===== src/rtl/add_serial_ctrl.sv =====
`default_nettype none
// ============================================================================
// add_serial_ctrl : 2-entry operand FIFO, single-issue sequencer and result
//                   collector placed in front of the add_serial adder.
// Revision: 1.0
// ============================================================================
module add_serial_ctrl #(
  parameter int WIDTH = 8,
  parameter int LAT   = 9
) (
  input  logic             clk,
  input  logic             rst,
  input  logic             in_valid,
  output logic             in_ready,
  input  logic [WIDTH-1:0] in_a,
  input  logic [WIDTH-1:0] in_b,
  output logic             add_en,
  output logic [WIDTH-1:0] add_a,
  output logic [WIDTH-1:0] add_b,
  input  logic [WIDTH-1:0] add_out,
  output logic             out_valid,
  input  logic             out_ready,
  output logic [WIDTH-1:0] out_sum,
  output logic [3:0]       out_tag
);

  typedef enum logic [1:0] {
    IDLE  = 2'd0,
    ISSUE = 2'd1,
    WAIT  = 2'd2,
    HOLD  = 2'd3
  } state_t;

  localparam logic [4:0] c_lat = 5'(LAT);

  state_t           r_state;
  logic [4:0]       r_lat_cnt;
  logic [WIDTH-1:0] r_fifo_a [2];
  logic [WIDTH-1:0] r_fifo_b [2];
  logic             r_wr_ptr;
  logic             r_rd_ptr;
  logic [1:0]       r_count;
  logic             w_push;
  logic             w_pop;

  assign in_ready = (r_count != 2'd2);
  assign w_push   = in_valid && in_ready;
  // The head entry is the in-flight op, so it is released only at capture.
  assign w_pop    = (r_state == WAIT) && (r_lat_cnt == c_lat);

  always_ff @(posedge clk or posedge rst) begin
    if (rst) begin
      r_wr_ptr    <= 1'b0;
      r_rd_ptr    <= 1'b0;
      r_count     <= 2'd0;
      r_fifo_a[0] <= '0;
      r_fifo_a[1] <= '0;
      r_fifo_b[0] <= '0;
      r_fifo_b[1] <= '0;
    end else begin
      if (w_push) begin
        r_fifo_a[r_wr_ptr] <= in_a;
        r_fifo_b[r_wr_ptr] <= in_b;
        r_wr_ptr           <= ~r_wr_ptr;
      end
      if (w_pop) begin
        r_rd_ptr <= ~r_rd_ptr;
      end
      case ({w_push, w_pop})
        2'b10:   r_count <= r_count + 2'd1;
        2'b01:   r_count <= r_count - 2'd1;
        default: r_count <= r_count;
      endcase
    end
  end

  always_ff @(posedge clk or posedge rst) begin
    if (rst) begin
      r_state   <= IDLE;
      r_lat_cnt <= 5'd0;
      add_en    <= 1'b0;
      add_a     <= '0;
      add_b     <= '0;
      out_valid <= 1'b0;
      out_sum   <= '0;
      out_tag   <= 4'd0;
    end else begin
      case (r_state)
        IDLE: begin
          if (r_count != 2'd0) begin
            add_a   <= r_fifo_a[r_rd_ptr];
            add_b   <= r_fifo_b[r_rd_ptr];
            add_en  <= 1'b1;
            r_state <= ISSUE;
          end
        end
        ISSUE: begin
          add_en    <= 1'b0;
          r_lat_cnt <= 5'd0;
          r_state   <= WAIT;
        end
        WAIT: begin
          // add_a/add_b stay untouched here: the adder reads them live.
          if (r_lat_cnt == c_lat) begin
            out_sum   <= add_out;
            out_valid <= 1'b1;
            r_state   <= HOLD;
          end else begin
            r_lat_cnt <= r_lat_cnt + 5'd1;
          end
        end
        HOLD: begin
          if (out_ready) begin
            out_valid <= 1'b0;
            out_tag   <= out_tag + 4'd1;
            r_state   <= IDLE;
          end
        end
        default: r_state <= IDLE;
      endcase
    end
  end

endmodule
`default_nettype wire

===== config.mk =====
export PLATFORM = sky130hd
export DESIGN_NAME = add_serial_ctrl
export DESIGN_NICKNAME = d
export VERILOG_FILES = /design/src/rtl/add_serial_ctrl.sv
export SDC_FILE = /design/constraint.sdc
export NUM_CORES = 1
export LEC_CHECK = 0
export BUFFER_PORTS_ARGS = -buffer_cell sky130_fd_sc_hd__clkbuf_2
export CAP_MARGIN = 20
export CELL_PAD_IN_SITES_DETAIL_PLACEMENT = 0
export CELL_PAD_IN_SITES_GLOBAL_PLACEMENT = 1
export CORE_MARGIN = 2
export CORE_UTILIZATION = 40
export CTS_CLUSTER_DIAMETER = 150
export DETAILED_ROUTE_END_ITERATION = 6
export PLACE_DENSITY_LB_ADDON = 0.1
export SYNTH_ARGS = -nofsm -noshare
export SYNTH_HDL_FRONTEND = slang
export SYNTH_SLANG_ARGS = --single-unit

===== constraint.sdc =====
create_clock -name clk -period 2.4 [get_ports clk]
set_input_delay 0.48 -clock clk [delete_from_list [all_inputs] [get_ports clk]]
set_output_delay 0.48 -clock clk [all_outputs]
set_load 0.005 [all_outputs]

==> results.cfg, run 1 <==
[worst_setup_path]
critPathArrivalTime_ns = 2.11
slowest_delay_ns = 0.44
r2r_slack_ns = 0.55
worstReg2RegEnd = r_count[1]$_DFFE_PP0P_
required_ns = 2.66
crit_chain = ha_1 -> and4bb_2 -> nand2_2 -> inv_1 -> ha_1 -> nor2_1 -> xor2_1
worstSetupEndpoint = r_count[1]$_DFFE_PP0P_
crit_start = r_lat_cnt[0]$_DFFE_PP0P_
worst_setup_path_start_kind = flop
crit_path_top_delay_cell = dfrtp_1
worstReg2RegStart = r_lat_cnt[0]$_DFFE_PP0P_
end_kind = flop
crit_path_frequent_cell = ha_1
ff2ff_path_depth = 7
path_max_fanout = 10
worstSetupPathType = flop to flop

[global_route]
antenna_found_initial = 0
grt_pass1_wl_um = 9720
grtUsageTotal_pct = 14.5
grt_max_degree = 74
grt_pass1_vias = 1981
overflow = 0

[die]
coreArea_mm2 = 0.00777
row_count = 32
start_util_pct = 41.6
die_w_um = 93.8
die_h_um = 93.8
die_area_mm2 = 0.00881
pin_count = 59

[power_and_ir_drop]
vdd_ir_drop_max_mv = 0.675
switching_power_uw = 1680
p_leak_uw = 0.00187
p_per_area_mw_per_mm2 = 1380
power_frac_clock_pct = 22.1
p_int_uw = 3710
p_comb_share_pct = 36.6
seq_power_share_pct = 41.2
swShare_pct = 31.2

[clock_tree]
postCtsSetupBuffers = 0
cts_resized = 0
clock-sinks = 73
cts_max_level = 3
numCtsBuffers = 9
cts_tree = built
clk_pin_slew_worst_paths_ns = 0.08
clk_latency_ns = 0.34
clk_path_buf_depth = 2
cts_hold_buf = 0
cts_root_buf = clkbuf_8

[sta]
slew_violations = 0
period_share_pct = 77.1
slew_headroom_pct = 73.8
setup_tns_ns = 0
worstMarginPinSlew_ns = 0.392
rsz0062_at_grt = no
hold_slack_ns = 0.179
hold_viol = 0
setup_viol = 0
fin_skew_ns = 0.0117
fin_crit_ns = 1.85
fmax_ghz = 0.540

[detailed_routing]
routed-via-count = 1938
drtIter0Drc = 61
dr.pass1.iters = 3
drc = 0
wl_um = 5730
routedWlPerCell_um = 14.1
ant_nets = 0
viasPerCell = 4.75

[final_layout]
layout-drive-gt1-share_pct = 41.2
fin_util_pct = 50.1
final_cell_mix = 73 x dfrtp_1, 58 x clkbuf_2, 24 x nand2_1
antenna_cells = 0
nFillCells = 710
synthToLayoutAreaGrowth_pct = 20.5
layout_commonest_cell = dfrtp_1
num-nets-final = 338

[flow_run]
maxCapViolCount = 0

[synthesis]
synth_seq_cells = 73
syn_inst = 237
synth_ff_type = dfrtp_1
ys_seq_area_share_pct = 56.6
yosysUniqueCellTypes = 32
yosysWarningCount = 0
synth_fp_nets = 274
synth_area_mm2 = 0.00323
synth_edf_count = 0
async_flop_share_pct = 100
postSynthAreaPerCell_um2 = 13.6

[placed_design]
detailed_place_hpwl_um = 3810
portBuffers = 58
gp_congestion = 0.736

[run_status]
status = completed

[min_path]
worstHoldPathType = input port to asynchronous set/reset pin
==> cell type report <==
type | instances | area, µm² | share of cell area [%]
Multi-Input combinational cell | 148 | 1330 | 34.1
Clock inverter | 4 | 98.8 | 2.54
Clock buffer | 12 | 155 | 3.99
Inverter | 8 | 30.0 | 0.772
Sequential cell | 73 | 1830 | 47.0
Tap cell | 102 | 128 | 3.28
Timing Repair Buffer | 61 | 325 | 8.36
==> layer usage <==
| layer | routed length [µm] | part of all wire, % | GRT usage [%] |
|---|---|---|---|
| met1 | 2840 | 49 | 20.0 |
| met5 | 0 | 0 | 0 |
| met4 | 104 | 1.8 | 5.80 |
| met3 | 274 | 4.8 | 4.57 |
| met2 | 2520 | 44 | 21.1 |
==> worst max-delay path, delay by kind of cell (launching register included) <==
family	cells	cell delay, ns
buf+inv	1	0.07
flops	1	0.44
simple gates	3	0.60
xor+xnor	1	0.14
fa+ha+maj	2	0.53
==> worst min path at each step <==
stage,startpoint,end,cells past startpoint
4_1_cts,rst,out_tag[3]$_DFFE_PP0P_,3
2_1_floorplan,out_tag[3]$_DFFE_PP0P_,out_tag[3]$_DFFE_PP0P_,1
5_1_grt,rst,r_fifo_b[5]$_DFFE_PP0P_,3
3_5_place_dp,out_tag[3]$_DFFE_PP0P_,out_tag[3]$_DFFE_PP0P_,1
6_report,rst,out_tag[0]$_DFFE_PP0P_,3
3_3_place_gp,out_tag[3]$_DFFE_PP0P_,out_tag[3]$_DFFE_PP0P_,1
==> kinds of logic (layout without fill, tap and decap cells) <==
| group | Yosys count | in the layout | synth area share (%) |
|---|---|---|---|
| AO/OA/AOI/OAI | 29 | 29 | 5.27 |
| XOR/XNOR | 11 | 11 | 2.98 |
| adder cells (fa/ha/maj) | 9 | 9 | 3.49 |
| buffers and inverters | 16 | 85 | 2.44 |
| flip-flops | 73 | 73 | 56.6 |
| multiplexers | 58 | 58 | 22.1 |
| AND/OR/NAND/NOR | 41 | 41 | 7.17 |
==> registers in the layout (all words and copies together) (netlist names) <==
name,flops
r_count,2
r_rd_ptr,1
add_en,1
r_wr_ptr,1
add_a,8
r_fifo_a,16
out_sum,8
add_b,8
out_tag,4
out_valid,1
r_state,2
r_fifo_b,16
r_lat_cnt,5
==> power by group through the flow <==
stage	logic [µW]	clock network, µW	registers, µW
after detailed placement	2020	0	2250
after floorplan	1470	0	2190
after global placement	1980	0	2240
final	1970	1190	2220
after global routing	2220	1290	2310
after CTS	2020	1240	2230
==> per-stage QoR <==
| step | total power (µW) | instance area, µm² | setup slack (ns) | instances |
|---|---|---|---|---|
| finish | 5390 | 3890 | 0.549 | 408 |
| global route | 5830 | 3890 | 0.353 | 408 |
| CTS | 5490 | 3890 | 0.525 | 408 |
| detailed placement | 4270 | 3640 | 0.550 | 392 |
| global placement | 4220 | 3640 | 0.566 | 392 |
| floorplan | 3660 | 3230 | 0.0667 | 237 |
==> cells in the mapped netlist (3+ instances only) <==
master	number	area share (%)
nand3_1	5	0.78
mux2i_1	16	5.0
o22ai_1	4	0.78
buf_2	3	0.46
dfrtp_1	73	57
mux2_4	21	9.8
o21ai_0	17	2.6
mux2_2	21	7.3
clkbuf_1	3	0.35
nand2_1	24	2.8
xor2_1	4	1.1
inv_1	8	0.93
nor2_1	3	0.35
ha_1	9	3.5
xnor2_1	7	1.9
No activity file was read; power rests on OpenSTA's default activity.
==> run 2, diff against run 1 <==
--- a/config.mk
+++ b/config.mk
@@ -5,12 +5,13 @@
 export SDC_FILE = /design/constraint.sdc
 export NUM_CORES = 1
 export LEC_CHECK = 0
+export ABC_AREA = 1
 export BUFFER_PORTS_ARGS = -buffer_cell sky130_fd_sc_hd__clkbuf_2
 export CAP_MARGIN = 20
 export CELL_PAD_IN_SITES_DETAIL_PLACEMENT = 0
 export CELL_PAD_IN_SITES_GLOBAL_PLACEMENT = 1
 export CORE_MARGIN = 2
-export CORE_UTILIZATION = 40
+export CORE_UTILIZATION = 37
 export CTS_CLUSTER_DIAMETER = 150
 export DETAILED_ROUTE_END_ITERATION = 6
 export PLACE_DENSITY_LB_ADDON = 0.1
==> constraint.sdc (replaced) <==
create_clock -name clk -period 1.53 [get_ports clk]
set_input_delay 0.306 -clock clk [delete_from_list [all_inputs] [get_ports clk]]
set_output_delay 0.306 -clock clk [all_outputs]
set_load 0.005 [all_outputs]
==> run 2 against run 1 <==
Against the previous run: synthesized area down 0.35%; cell count up 36%; critical path depth up 1; count of clock-buffer cells in the layout down 2; setup slack worse by 0.50 ns; total power up 34%; largest cell class unchanged; sequential power up 41%.
==> results.cfg, run 2 <==
[final_layout]
layout_commonest_cell = nand2_1
antenna_cells = 0
num-nets-final = 479
fin_util_pct = 46.7
layout-drive-gt1-share_pct = 25.4
instances_no_fill = 553
final_cell_mix = 94 x nand2_1, 73 x dfrtp_1, 58 x clkbuf_2
synthToLayoutAreaGrowth_pct = 24.7
reg_top3 = r_fifo_a (16), r_fifo_b (16)
nFillCells = 881

[detailed_routing]
routedWlPerCell_um = 12.4
wl_um = 6860
wl_met1_um = 3110
routed-via-count = 2530
topRoutingLayerUsed = met4
wl_met3_um = 319
drc = 0
ant_nets = 0
wl_met2_um = 3300
viasPerCell = 4.58
drtIter0Drc = 76
dr.pass1.iters = 4

[synthesis]
synth_top_cell_by_area = dfrtp_1
yosysUniqueCellTypes = 23
syn_inst = 368
synth_area_mm2 = 0.00322
synth_seq_cells = 73
synth.area.top_cells = dfrtp_1 57%, nand2_1 11%, a21oi_1 5.6%, nor2_1 4.9%, o21ai_0 4.8%
synth_ff_type = dfrtp_1
yosysWarningCount = 0
postSynthAreaPerCell_um2 = 8.74
async_flop_share_pct = 100
synth_edf_count = 0
yosysTopAreaCellShare_pct = 56.8
synth_fp_nets = 405
synth_common_cells = 96 x nand2_1, 73 x dfrtp_1, 42 x nor2_1
synth.most_common_cell = nand2_1
ys_seq_area_share_pct = 56.8

[worst_setup_path]
worst_setup_path_start_kind = flop
critPathArrivalTime_ns = 1.71
worstSetupPathType = flop to flop
end_kind = flop
path_max_fanout = 3
required_ns = 1.76

[die]
start_util_pct = 37.4
pin_count = 59
die_w_um = 97.2
die_area_mm2 = 0.00946
die_h_um = 97.2
row_count = 34
coreArea_mm2 = 0.00859

[power_and_ir_drop]
seq_power_share_pct = 43.5
p_int_uw = 4540
switching_power_uw = 2660
vdd_ir_drop_max_mv = 0.780
p_comb_share_pct = 39.3
power_frac_clock_pct = 17.2
p_per_area_mw_per_mm2 = 1790
p_leak_uw = 0.00203
p_total_uw = 7200
swShare_pct = 37.0

[clock_tree]
cts_max_level = 3
clk_pin_slew_worst_paths_ns = 0.07
numCtsBuffers = 9
clock-sinks = 73
clk_latency_ns = 0.34
clk_path_buf_depth = 2
cts_tree = built
cts_root_buf = clkbuf_8

[sta]
hold_viol = 0
fin_crit_ns = 1.48
rsz0062_at_grt = yes
slew_violations = 0
fmax_ghz = 0.675
worstMarginPinSlew_ns = 0.424
fin_skew_ns = 0.0112
setup_tns_ns = 0
setup_viol = 0
period_share_pct = 96.8
slew_headroom_pct = 71.7

[placed_design]
detailed_place_hpwl_um = 4790
place_inst = 537
gp_congestion = 0.731
portBuffers = 58

[global_route]
grtUsageTotal_pct = 16.0
grt_pass1_wl_um = 12000
grt_pass1_vias = 2518
overflow = 0
grt_max_degree = 30
antenna_found_initial = 0

[flow_run]
maxCapViolCount = 0

[run_status]
status = completed

[min_path]
worstHoldPathType = input port to flop
-- run 2: cell count changes in the layout (fill, tap and decap cells not counted), moves of 4 or more --
cell	delta
nand2_1	+70
nor2_1	+38
a21oi_1	+33
inv_1	+27
mux2_2	-21
mux2_4	-21
mux2i_1	-16
o21ai_0	+14
buf_4	+9
buf_12	+6
o22ai_1	-4
-- run 2: cell families after synthesis --
kind of cell | share of synthesized area [%]
buffers and inverters | 7.39
DFF | 56.8
and+or+nand+nor | 19.6
adders and majority gates | 3.50
xor gates and xnor gates | 1.63
AOI/OAI and AO/OA | 11.1
-- run 2: through the flow --
step                worst slack [ns]  area (µm²)  hold WS (ns)
floorplan                    0.00942        3250         0.416
CTS                           0.0211        3960         0.133
finish                        0.0493        4010         0.156
global placement              0.0581        3800         0.322
detailed placement            0.0236        3800         0.327
global route                 -0.0302        4010         0.158
-- run 2: layout make-up --
| type | instances | area, µm² | area share, % |
|---|---|---|---|
| clock buffers | 10 | 128 | 3.18 |
| clock inverters | 4 | 22.5 | 0.561 |
| inverters | 40 | 159 | 3.96 |
| multi-input cells | 241 | 1220 | 30.4 |
| flip-flops and latches | 73 | 1830 | 45.5 |
| well taps | 108 | 135 | 3.37 |
| repair buffers | 77 | 523 | 13.0 |
-- run 2: metal layers --
metal | track usage, % | vias up
met4 | 7.37 | 0
li1 | - | 1300
met1 | 20.4 | 1171
met5 | 0 | -
met3 | 3.67 | 10
met2 | 25.9 | 49
-- run 2: power groups by stage --
stage               logic, µW  clock network (µW)  registers, µW
global placement         2770                   0           3130
finish                   2830                1240           3130
CTS                      2830                1310           3130
global route             3290                1380           3240
detailed placement       2810                   0           3160
floorplan                1830                   0           3130
-- run 2: worst paths after layout --
| path | start | end | slack, ns | cells after the start |
|---|---|---|---|---|
| worst max register to register | r_state[0]$_DFFE_PP0P_ | r_count[1]$_DFFE_PP0P_ | 0.05 | 8 |
| worst min register to register | out_tag[3]$_DFFE_PP0P_ | out_tag[3]$_DFFE_PP0P_ | 0.48 | 1 |
| worst min-delay path | add_out[7] | out_sum[7]$_DFFE_PP0P_ | 0.16 | 3 |
| min in group asynchronous | rst | add_a[0]$_DFFE_PP0P_ | 0.52 | 3 |
| worst max-delay path | r_state[0]$_DFFE_PP0P_ | r_count[1]$_DFFE_PP0P_ | 0.05 | 8 |
| max in group asynchronous | rst | r_fifo_a[14]$_DFFE_PP0P_ | 0.56 | 4 |
-- run 2: critical path, cell delays in order (launching register included) --
cell,delay [ns]
dfrtp_1,0.38
inv_1,0.11
ha_2,0.22
nand3_4,0.09
clkinv_4,0.06
ha_4,0.19
a21oi_2,0.11
nand2_2,0.08
xnor2_2,0.12
-- run 2: repair_timing --
item	CTS	global route
endpoints found under the hold margin	11	0
endpoints found under the setup margin	0	3
hold buffers	1	0
resized for setup	0	11
setup buffers	0	1
